`src/rtl/dmi_pkg.sv`:
```
// Shared types for the DMI session arbiter: FSM states, response op codes and field positions.
package dmi_pkg;

  typedef enum logic [2:0] {
    IDLE,
    REQ,
    RSP,
    DLV,
    HOLD
  } state_t;

  localparam logic [1:0] DMI_OP_FAILED = 2'b10;

  localparam int RSP_OP_LSB   = 0;
  localparam int RSP_OP_MSB   = 1;
  localparam int RSP_DATA_LSB = 2;
  localparam int RSP_DATA_MSB = 33;

  // Response returned to a DTM when the DM never answers: data 0, op failed.
  function automatic logic [RSP_DATA_MSB:0] dmi_fail_rsp();
    logic [RSP_DATA_MSB:0] r;
    r = '0;
    r[RSP_DATA_MSB:RSP_DATA_LSB] = '0;
    r[RSP_OP_MSB:RSP_OP_LSB] = DMI_OP_FAILED;
    return r;
  endfunction

endpackage

```
`src/rtl/dmi_rr_picker.sv`:
```
// Combinational round-robin selector: first asserted vld after index last (wrapping), zero latency.
// Produces a one-hot grant and its index; gnt is all-zero when no vld is set.
module dmi_rr_picker #(
  parameter int N  = 2,
  parameter int IW = $clog2(N)
) (
  input  logic [N-1:0]  vld,
  input  logic [IW-1:0] last,
  output logic [N-1:0]  gnt,
  output logic [IW-1:0] idx
);

  logic [IW-1:0] p;

  // Scan farthest candidate first so the nearest one after last overwrites it.
  always_comb begin
    gnt = '0;
    idx = '0;
    p   = '0;
    for (int k = N; k >= 1; k--) begin
      p = IW'((int'(last) + k) % N);
      if (vld[p]) begin
        gnt    = '0;
        gnt[p] = 1'b1;
        idx    = p;
      end
    end
  end

endmodule

```
`src/rtl/dmi_session_arbiter.sv`:
```
// Session-based arbiter sharing one DM DBus port among N_PORTS DTMs; one transaction in flight, 1-cycle hops.
// Optional DM response watchdog enabled by DMI_SESSION_RSP_TIMEOUT_EN.
module dmi_session_arbiter
  import dmi_pkg::*;
#(
  parameter int N_PORTS       = 2,
  parameter int DBUS_REQ_BITS = 41,
  parameter int DBUS_RSP_BITS = 34,
  parameter int IDLE_TIMEOUT  = 1024,
  parameter int RSP_TIMEOUT   = 4096
) (
  input  logic                              clk,
  input  logic                              rst_n,
  input  logic [N_PORTS-1:0]                dtm_req_vld,
  output logic [N_PORTS-1:0]                dtm_req_rdy,
  input  logic [N_PORTS*DBUS_REQ_BITS-1:0]  dtm_req_bits,
  output logic [N_PORTS-1:0]                dtm_rsp_vld,
  input  logic [N_PORTS-1:0]                dtm_rsp_rdy,
  output logic [DBUS_RSP_BITS-1:0]          dtm_rsp_bits,
  output logic                              dm_req_vld,
  input  logic                              dm_req_rdy,
  output logic [DBUS_REQ_BITS-1:0]          dm_req_bits,
  input  logic                              dm_rsp_vld,
  output logic                              dm_rsp_rdy,
  input  logic [DBUS_RSP_BITS-1:0]          dm_rsp_bits,
  output logic                              session_vld,
  output logic [$clog2(N_PORTS)-1:0]        session_owner
);

  localparam int IW = $clog2(N_PORTS);
  localparam int CW = $clog2(IDLE_TIMEOUT);
  localparam logic [CW-1:0] IDLE_LAST = CW'(IDLE_TIMEOUT - 1);

  state_t               state;
  logic [IW-1:0]        owner;
  logic [IW-1:0]        last_owner;
  logic [CW-1:0]        idle_cnt;
  logic [N_PORTS-1:0]   owner_1h;
  logic [N_PORTS-1:0]   pick_gnt;
  logic [IW-1:0]        pick_idx;
  logic [DBUS_REQ_BITS-1:0] req_slice [N_PORTS];

  for (genvar i = 0; i < N_PORTS; i++) begin : g_slice
    assign req_slice[i] = dtm_req_bits[i*DBUS_REQ_BITS +: DBUS_REQ_BITS];
  end

  dmi_rr_picker #(
    .N  (N_PORTS),
    .IW (IW)
  ) u_picker (
    .vld  (dtm_req_vld),
    .last (last_owner),
    .gnt  (pick_gnt),
    .idx  (pick_idx)
  );

  assign owner_1h      = N_PORTS'(1) << owner;
  assign session_owner = owner;
  assign dm_req_vld    = (state == REQ);
  assign dtm_rsp_vld   = (state == DLV) ? owner_1h : '0;

  // Ready is forced low during reset even though the picker is purely combinational.
  always_comb begin
    dtm_req_rdy = '0;
    if (rst_n) begin
      if (state == IDLE)      dtm_req_rdy = pick_gnt;
      else if (state == HOLD) dtm_req_rdy = owner_1h;
    end
  end

`ifdef DMI_SESSION_RSP_TIMEOUT_EN
  localparam int WW = $clog2(RSP_TIMEOUT);
  localparam logic [WW-1:0] WD_LAST = WW'(RSP_TIMEOUT - 1);

  logic [WW-1:0] wd_cnt;
  logic          drain_pend;

  // After a watchdog expiry the port stays open for exactly one late DM response, which is dropped.
  assign dm_rsp_rdy = (state == RSP) || drain_pend;
`else
  logic unused_rsp_timeout;
  assign unused_rsp_timeout = ^RSP_TIMEOUT;
  assign dm_rsp_rdy = (state == RSP);
`endif

  always_ff @(posedge clk or negedge rst_n) begin
    if (!rst_n) begin
      state        <= IDLE;
      owner        <= '0;
      last_owner   <= IW'(N_PORTS - 1);
      idle_cnt     <= '0;
      session_vld  <= 1'b0;
      dm_req_bits  <= '0;
      dtm_rsp_bits <= '0;
`ifdef DMI_SESSION_RSP_TIMEOUT_EN
      wd_cnt       <= '0;
      drain_pend   <= 1'b0;
`endif
    end else begin
`ifdef DMI_SESSION_RSP_TIMEOUT_EN
      if (drain_pend && dm_rsp_vld && state != RSP) drain_pend <= 1'b0;
`endif
      case (state)
        IDLE: begin
          if (|pick_gnt) begin
            dm_req_bits <= req_slice[pick_idx];
            owner       <= pick_idx;
            session_vld <= 1'b1;
            state       <= REQ;
          end
        end
        REQ: begin
          if (dm_req_rdy) begin
            state <= RSP;
`ifdef DMI_SESSION_RSP_TIMEOUT_EN
            wd_cnt <= '0;
`endif
          end
        end
        RSP: begin
`ifdef DMI_SESSION_RSP_TIMEOUT_EN
          if (dm_rsp_vld && drain_pend) begin
            drain_pend <= 1'b0;
            wd_cnt     <= wd_cnt + 1'b1;
          end else if (dm_rsp_vld) begin
            dtm_rsp_bits <= dm_rsp_bits;
            state        <= DLV;
          end else if (wd_cnt == WD_LAST) begin
            dtm_rsp_bits <= DBUS_RSP_BITS'(dmi_fail_rsp());
            drain_pend   <= 1'b1;
            state        <= DLV;
          end else begin
            wd_cnt <= wd_cnt + 1'b1;
          end
`else
          if (dm_rsp_vld) begin
            dtm_rsp_bits <= dm_rsp_bits;
            state        <= DLV;
          end
`endif
        end
        DLV: begin
          if (dtm_rsp_rdy[owner]) begin
            idle_cnt <= '0;
            state    <= HOLD;
          end
        end
        HOLD: begin
          // An owner request on the expiry cycle keeps the session alive.
          if (dtm_req_vld[owner]) begin
            dm_req_bits <= req_slice[owner];
            state       <= REQ;
          end else if (idle_cnt == IDLE_LAST) begin
            session_vld <= 1'b0;
            last_owner  <= owner;
            state       <= IDLE;
          end else begin
            idle_cnt <= idle_cnt + 1'b1;
          end
        end
        default: state <= IDLE;
      endcase
    end
  end

endmodule
```
`config.mk`:
```
export PLATFORM = sky130hd
export DESIGN_NAME = dmi_session_arbiter
export DESIGN_NICKNAME = d
export VERILOG_FILES = /design/src/rtl/dmi_pkg.sv /design/src/rtl/dmi_rr_picker.sv /design/src/rtl/dmi_session_arbiter.sv
export SDC_FILE = /design/constraint.sdc
export NUM_CORES = 1
export LEC_CHECK = 0
export CAP_MARGIN = 20
export CORE_MARGIN = 8
export CORE_UTILIZATION = 44
export DETAILED_ROUTE_END_ITERATION = 8
export GPL_TIMING_DRIVEN = 0
export PLACE_DENSITY_LB_ADDON = 0.3
export SETUP_SLACK_MARGIN = 0.3
export SLEW_MARGIN = 30
export SYNTH_ARGS = -nofsm -noshare
export SYNTH_HDL_FRONTEND = slang
export SYNTH_SLANG_ARGS = --single-unit
```
`constraint.sdc`:
```
create_clock -name clk -period 3.1 [get_ports clk]
set_clock_uncertainty 0.1 [all_clocks]
set_input_delay 0.62 -clock clk [delete_from_list [all_inputs] [get_ports clk]]
set_output_delay 0.62 -clock clk [all_outputs]
set_load 0.05 [all_outputs]
```
=== Word level (Yosys, flattened, before mapping) ===
Cells that the tools add are included.

* Add/subtract/negate cells: 3
* Order comparisons: 7
* Eq/ne operators: 14
* Shifts and indexed selects: 1
* Mux-type cells: 44
* Bitwise operators: 3
* Reduce and logical (&&, ||, !) cells: 13

{| class="wikitable"
|+ Operator list
! cell !! number
|-
| 2-to-1 mux 41 bit || 8
|-
| one-hot mux 41 bit (2 select lines) || 1
|-
| 2-to-1 mux 10 bit || 3
|-
| one-hot mux 10 bit (2 select lines) || 1
|-
| 2-to-1 mux 3 bit || 6
|-
| 2-to-1 mux 1 bit || 15
|-
| one-hot mux 3 bit (5 select lines) || 1
|-
| 2-to-1 mux 2 bit || 6
|-
| adder 10 x 1 -> 10 bit, second input constant || 1
|-
| == test 10 bit, second input constant || 1
|-
| != test 2 x 1 -> 1 bit, second input constant || 5
|-
| AND reduction 4 bit || 2
|-
| == test 3 x 2 -> 1 bit, second input constant || 2
|-
| less-than comparator 1 x 2 -> 1 bit, second input constant || 3
|-
| != test 2 bit, second input constant || 3
|-
| AND reduction 3 bit || 2
|-
| AND reduction 5 bit || 1
|-
| greater-or-equal comparator 2 bit, second input constant || 2
|-
| inverter 1 -> 2 bit || 2
|-
| AND reduction 2 bit || 2
|-
| nonzero test 2 bit || 2
|-
| == test 3 x 1 -> 1 bit, second input constant || 1
|-
| == test 3 bit, second input constant || 1
|-
| logical NOT 3 bit || 1
|-
| 9 further kinds || 13
|}

* Register bits after elaboration: 91
* Input port bits: 124
* Output and inout bits: 83
* Logic and storage cells: 92

=== Longest topological paths before layout ===
Gate-level depths: netlist (run 1).

* Depth in word-level cells: 11
* Gate-level depth with buffers: 6
* Depth with buffers taken out: 5

=== Cells and area by module ===
A second synthesis (run 1) with hierarchy kept.

* Cell total of the unflattened synthesis: 362
* Area total of the unflattened synthesis: 4211.5 µm²

{| class="wikitable"
|+ By module, submodules not included
! module !! times used !! cells each !! area each (µm²) !! seq. area each (µm²)
|-
| dmi_session_arbiter || 1 || 358 || 4185.3 || 2278.4
|-
| dmi_rr_picker || 1 || 4 || 26.3 || 0.0
|}

=== Worst setup path before layout (run 1) ===
OpenSTA, ideal clock, no wires.

* Path type: register to output
* From: register owner (netlist: session_owner)
* To: output port dtm_rsp_vld[0]
* Data arrival time: 2335 ps
* Path slack: 45 ps
* Stages on the path, launching flop included: 3
* Path through: dfrtp_1 > buf_6 > nor4bb_1

* Cells in the longest elaborated chain, start to end: 2

{| class="wikitable"
|+ RTL lines
! what !! RTL line !! text
|-
| start: declaration || dmi_session_arbiter.sv:35 || <nowiki>logic [IW-1:0] owner;</nowiki>
|-
| start signal: assignment || dmi_session_arbiter.sv:107 || <nowiki>owner <= pick_idx;</nowiki>
|-
| << shifter 1 x 1 -> 2 bit || dmi_session_arbiter.sv:57 || <nowiki>assign owner_1h = N_PORTS'(1) << owner;</nowiki>
|-
| 2-to-1 mux 2 bit || dmi_session_arbiter.sv:60 || <nowiki>assign dtm_rsp_vld = (state == DLV) ? owner_1h : '0;</nowiki>
|-
| end: declaration || dmi_session_arbiter.sv:17 || <nowiki>output logic [N_PORTS-1:0] dtm_rsp_vld,</nowiki>
|}

Every way passes these cells.

=== Final worst setup path (run 1) ===
* From: input port dtm_req_vld[1]
* To: output port dtm_req_rdy[0]

* Cells in the longest elaborated chain, start to end: 6
* Elaborated cells on any way between the ends: 8
* Those cells by class: 8 x mux

{| class="wikitable"
|+ RTL lines
! what !! RTL line !! text
|-
| start: declaration || dmi_session_arbiter.sv:14 || <nowiki>input logic [N_PORTS-1:0] dtm_req_vld,</nowiki>
|-
| 2-to-1 mux 1 bit (not written as such) (2 in series) || dmi_rr_picker.sv:22 || <nowiki>if (vld[p]) begin</nowiki>
|-
| 2-to-1 mux 2 bit || dmi_rr_picker.sv:22 ||
|-
| 2-to-1 mux 2 bit (*) || dmi_rr_picker.sv:22 ||
|-
| 2-to-1 mux 2 bit (*) || dmi_session_arbiter.sv:66 || <nowiki>if (state == IDLE) dtm_req_rdy = pick_gnt;</nowiki>
|-
| 2-to-1 mux 2 bit (*) || dmi_session_arbiter.sv:65 || <nowiki>if (rst_n) begin</nowiki>
|-
| end: declaration || dmi_session_arbiter.sv:15 || <nowiki>output logic [N_PORTS-1:0] dtm_req_rdy,</nowiki>
|}

Mark *: on every way between the ends. The rest lies on a longest branch, timed or not. The select of a mux whose other input is x is not followed.

==> results of run 1 <==
==> state kept, by name, summed over array words and instances, names as in the netlist <==
name / count
session_owner: 1
session_vld: 1
dm_req_bits: 41
dtm_rsp_bits: 34
state: 3
last_owner: 1
idle_cnt: 10
==> worst max-delay path: stages <==
cell and delay [ns]:
clkdlybuf4s50_1 0.52, inv_1 0.09, o21ai_0 0.10, mux2_2 0.28, nor2_1 0.09, clkbuf_4 0.24
==> area by class of cell <==
class	instances	area [µm²]	share of cell area (%)
plain buffers	22	143	2.15
repair buffers	207	2090	31.5
clock buffers	9	124	1.86
clock inverters	7	83.8	1.26
well taps	129	161	2.43
multi-input cells	242	1740	26.2
inverters	5	18.8	0.282
flip-flops and latches	91	2280	34.3
==> power by group <==
group / internal (mW) / switching [mW]
clock: 0.387 / 0.452
sequential: 1.71 / 0.292
combinational: 1.51 / 2.76
total: 3.61 / 3.50
==> cells in the mapped netlist <==
cell type,instances
o31ai_1,2
and2_1,2
mux4_2,1
nor4bb_1,1
inv_1,5
a21oi_1,5
and4b_1,1
ha_1,1
a31o_2,1
mux2_2,36
nand2b_1,3
or4_1,1
a21boi_1,1
mux2i_1,44
a31oi_1,7
o211ai_1,4
mux2i_2,1
nand3b_1,1
o21ai_1,12
dfrtp_1,90
nand4b_1,1
a21boi_0,1
nand4_1,3
nor2_1,7
o21ai_2,1
clkbuf_1,8
nor3b_1,1
or3_1,1
o221ai_2,1
a41oi_1,1
nor3_2,1
a22o_1,1
nor3b_2,2
buf_4,7
nor3_1,1
nand2_1,52
nand3_1,6
o32ai_1,1
buf_6,4
and4_1,1
o21ai_0,34
buf_2,3
and3_1,1
or2_2,1
dfstp_2,1
==> stage by stage <==
| step | total power, mW | TNS, ns |
|---|---|---|
| detailed placement | 6.35 | -0.337 |
| finish | 7.12 | 0 |
| global route | 7.46 | 0 |
| floorplan | 4.75 | 0 |
| CTS | 7.19 | 0 |
| global placement | 6.23 | -185.81 |
==> worst min path at each step <==
stage | startpoint | end | cells past startpoint
2_1_floorplan | rst_n | dm_req_bits[0] | 0
4_1_cts | rst_n | dm_req_bits[14] | 1
6_report | rst_n | dm_req_bits[14] | 1
3_5_place_dp | dm_req_bits[13] | dm_req_bits[13] | 2
5_1_grt | rst_n | dm_req_bits[14] | 1
3_3_place_gp | dm_req_bits[15] | dm_req_bits[15] | 2
==> logic make-up after synthesis <==
| group | Yosys count | synth area share (%) |
|---|---|---|
| and+or+nand+nor | 87 | 10.1 |
| AOI/OAI and AO/OA | 72 | 10.0 |
| buffers and inverters | 27 | 3.87 |
| DFF | 91 | 54.6 |
| adders and majority gates | 1 | 0.300 |
| muxes | 82 | 21.1 |
==> layout by cell type, fill, tap and decap left out, drive strengths merged, types with 4 or more instances in the layout <==
cell type,count
mux2,36
inv,8
buf,17
nor2,7
mux2i,45
o21ai,47
nand2,52
a31oi,7
clkbuf,18
a21oi,5
o211ai,4
nand3,6
dlymetal6s2s,4
dfrtp,90
clkdlybuf4s50,198
==> what timing repair did <==
action,in CTS,in global routing
setup endpoints to repair,3,5
hold buffers,0,0
resized for setup,9,8
gates cloned,0,0
==> layer usage <==
metal,wire (µm),vias up
li1,-,1717
met1,5090,1793
met2,6960,139
met3,865,12
met4,161,0
met5,0,-
==> results.json, run 1 <==
{
  "core_area_mm2": 0.00924,
  "worst_slew_pin_slew_ns": 0.557,
  "setup_slack_ns": 0.425,
  "grt_usage_pct": 20.0,
  "io_buffer_count": 206,
  "drive_above_1_share_pct": 14.1,
  "relSlewSlack_pct": 62.8,
  "synth_seq_cells": 91,
  "ir_drop_mv": 0.532,
  "drt-wirelength-per-cell_um": 18.4,
  "cts_made_buffers": 9,
  "die_x_um": 113,
  "avgViaCountPerCell": 5.14,
  "dp_hpwl_um": 10400,
  "syn_area_per_cell_um2": 11.6,
  "syn_inst": 360,
  "crit_arrival_ns": 1.96,
  "p_per_area_mw_per_mm2": 1070,
  "worstSetupEndpointType": "output port",
  "maxCapViolCount": 0,
  "pin_count": 207,
  "finalNonFillerCells": 712,
  "hold_class": "input port to asynchronous set/reset pin",
  "grt_busiest_layer": "met2",
  "ys_types": 45,
  "yosysTopAreaCell": "dfrtp_1",
  "use_met1_pct": 22.7,
  "final_util_pct": 71.9,
  "holdWs_ns": 0.0830,
  "drc": 0,
  "syn_nets": 485,
  "setup_viol": 0,
  "yosysSeqAreaShare_pct": 54.6,
  "n_fill_cell": 684,
  "htree_levels": 3,
  "syn-cell-area_mm2": 0.00417,
  "yosys_warnings": 0,
  "fin_crit_sh_pct": 86.3,
  "routed_wl_um": 13100,
  "p_leak_nw": 2.88,
  "finalInstanceArea_mm2": 0.00664,
  "syn2layout_area_growth_pct": 59.2,
  "firstDrtPassIters": 4,
  "die_area_mm2": 0.0129,
  "cts_tree": "built",
  "cts_root_buf": "clkbuf_8",
  "drt-initial-drc-count": 163,
  "dp_slack_ns": -0.175,
  "grt_max_degree": 50,
  "clk_pin_slew_ns": 0.10,
  "clk_latency_ns": 0.35,
  "synth_area_leaders": "dfrtp_1, mux2i_1, mux2_2",
  "gp_congestion": 0.808,
  "grt_util_met3_pct": 4.86,
  "period_minus_slack_ns": 2.68,
  "placed_area_mm2": 0.00643,
  "placed_cells_incl_taps": 696,
  "startpoint": "dtm_req_vld[1]",
  "r2r_slack_ns": 0.99,
  "status": "completed",
  "diodes": 0,
  "cp.required_ns": 2.38,
  "clk_path_buf_depth": 2,
  "fmaxAchievable_mhz": 374,
  "drv_slew": 0,
  "worst-path-max-fanout": 6,
  "ant_nets": 0,
  "die_y_um": 113,
  "antenna_found_initial": 0,
  "grt_pass1_vias": 3930,
  "grt_use_met2_pct": 36.3,
  "hold_violations": 0,
  "crit_type": "input port to output port",
  "finalNetCount": 703,
  "critPathLaunchType": "input port",
  "grt_pass1_wl_um": 20500,
  "crit_path_end": "dtm_req_rdy[0]",
  "start_util_pct": 45.2,
  "post_cts_buffers": 0,
  "reg2regPathDepth": 5,
  "dr_total_vias": 3661,
  "rsz0062_at_grt": "false",
  "std_cell_rows": 35,
  "synth_top_area_share_pct": 54.0,
  "rr_endpoint": "dm_req_bits[1]",
  "reg2reg_from": "state[0]",
  "grt_overflow": 0,
  "clock_sinks": 91
}
No activity file was read; power rests on OpenSTA's default activity.
==> run 2: changes to the inputs <==
==> constraint.sdc (replaced) <==
create_clock -name clk -period 3.1 [get_ports clk]
set_clock_uncertainty 0.1 [all_clocks]
set_input_delay 0.31 -clock clk [delete_from_list [all_inputs] [get_ports clk]]
set_output_delay 0.31 -clock clk [all_outputs]
set_load 0.05 [all_outputs]
==> run 2 against run 1 <==
Non-clock buffer count grew 2. Highest routed layer unchanged. Critical endpoint is now dtm_req_rdy[1]. Combinational power is essentially flat. Sequential share of layout area is essentially flat.
==> results.json, run 2 (synthesis gave the netlist of run 1 again) <==
{
  "worst-path-max-fanout": 6,
  "std_cell_rows": 35,
  "fin_crit_sh_pct": 85.2,
  "mostFrequentLayoutCell": "clkdlybuf4s50_1",
  "crit_type": "input port to output port",
  "routed_wl_um": 12700,
  "grt_pass1_wl_um": 19800,
  "die_area_mm2": 0.0129,
  "worstSetupEndpointType": "output port",
  "largest_register_ffs": 41,
  "crit_top_cell": "clkdlybuf4s50_1",
  "cts_made_buffers": 9,
  "p_seq_share_pct": 28.3,
  "relSlewSlack_pct": 58.7,
  "diodes": 0,
  "cts_root_buf": "clkbuf_8",
  "internal_power_mw": 3.63,
  "rsz0062_at_grt": "false",
  "die_x_um": 113,
  "post_cts_resize_count": 0,
  "ant_nets": 0,
  "power_frac_clock_pct": 11.6,
  "dr_total_vias": 3558,
  "final_cell_mix": "clkdlybuf4s50_1, dfrtp_1, nand2_1",
  "drt-initial-drc-count": 118,
  "crit_arrival_ns": 2.23,
  "io_buffer_count": 206,
  "post_cts_buffers": 0,
  "core_area_mm2": 0.00924,
  "setup_tns_ns": 0,
  "finalNonFillerCells": 714,
  "clock_sinks": 91,
  "ir_drop_mv": 0.545,
  "pin_count": 207,
  "hold_start": "dm_req_bits[13]",
  "max_stage_delay_ns": 0.82,
  "grt_usage_pct": 19.5,
  "hold_violations": 0,
  "maxCapViolCount": 0,
  "setup_viol": 0,
  "critPathLaunchType": "input port",
  "cts_tree": "built",
  "reg2reg_from": "state[0]",
  "period_minus_slack_ns": 2.64,
  "crit_chain": "clkdlybuf4s50_1, a21boi_1, mux2i_1, nor2_1, clkdlybuf4s50_1",
  "gp_congestion": 0.843,
  "grt_max_degree": 46,
  "largest_register": "dm_req_bits",
  "die_y_um": 113,
  "placed_area_mm2": 0.00642,
  "p_per_area_mw_per_mm2": 1060,
  "clk_pin_slew_ns": 0.09,
  "htree_levels": 3,
  "largestRegisters": "dm_req_bits: 41 flops, dtm_rsp_bits: 34 flops, idle_cnt: 10 flops",
  "clk_path_buf_depth": 2,
  "totalPowerFinal_mw": 7.08,
  "drv_slew": 0,
  "status": "completed",
  "clk_latency_ns": 0.35,
  "grt_pass1_vias": 3694,
  "cp.required_ns": 2.69,
  "antenna_found_initial": 0,
  "slowest_stage": "clkdlybuf4s50_1",
  "dp_hpwl_um": 10200,
  "placed_cells_incl_taps": 696,
  "finalNetCount": 705,
  "firstDrtPassIters": 4,
  "p_leak_nw": 2.83,
  "hold_class": "flip-flop to flip-flop",
  "avgViaCountPerCell": 4.98,
  "finalInstanceArea_mm2": 0.00665,
  "syn2layout_area_growth_pct": 59.4,
  "worst_slew_pin_slew_ns": 0.620,
  "hold_buffers": 2,
  "drc": 0,
  "n_fill_cell": 697,
  "startpoint": "dtm_req_vld[1]",
  "final_util_pct": 72.0,
  "grt_overflow": 0,
  "p_comb_share_pct": 60.1,
  "switching_share_pct": 48.7,
  "drive_above_1_share_pct": 13.0,
  "power.net_switching_mw": 3.45,
  "start_util_pct": 45.2,
  "fmaxAchievable_mhz": 379,
  "drt-wirelength-per-cell_um": 17.8
}
## run 2: worst max-delay path, delay by kind of cell
| family | cells | cell delay [ns] |
|---|---|---|
| AOI/OAI and AO/OA | 1 | 0.30 |
| buffers and inverters | 2 | 1.41 |
| muxes | 1 | 0.12 |
| and+or+nand+nor | 1 | 0.10 |
## run 2: worst paths after layout
check                                        end  depth (start not counted)  slack (ns)
worst max register to register    dm_req_bits[1]                          5        0.94
worst min-delay path             dm_req_bits[13]                          2        0.38
worst max-delay path              dtm_req_rdy[1]                          5        0.46
max in group asynchronous       dtm_rsp_bits[15]                          3        2.25
min in group asynchronous             last_owner                          2        0.40
worst min register to register   dm_req_bits[13]                          2        0.38
## run 2: metrics by stage
step	hold WS [ns]	setup WS, ns
after global placement	0.361	-2.41
after global routing	0.382	0.342
final	0.384	0.458
after floorplan	-0.0856	0.355
after CTS	0.382	0.448
after detailed placement	0.169	0.450
## run 2: layer usage
layer	global-route usage (%)	wire length (µm)	vias up
met5	0	0	-
met3	6.50	866	11
li1	-	-	1725
met1	20.9	4820	1711
met2	36.3	6940	111
met4	4.17	113	0
## run 2: final cells by class
class	count	area, µm²	area share, %
repair buffers	209	2120	31.9
clock inverters	3	46.3	0.696
multi-input cells	242	1730	26.1
plain buffers	22	143	2.14
well taps	129	161	2.43
flip-flops and latches	91	2280	34.3
clock buffers	13	149	2.24
inverters	5	18.8	0.282
## run 2: power groups by stage
stage / Clock, mW / Sequential (mW) / Combinational [mW]
6_report: 0.819 / 2.01 / 4.26
5_1_grt: 0.876 / 2.07 / 4.47
4_1_cts: 0.830 / 2.01 / 4.30
3_5_place_dp: 0 / 2.04 / 4.29
3_3_place_gp: 0 / 2.00 / 4.21
2_1_floorplan: 0 / 3.70 / 1.05
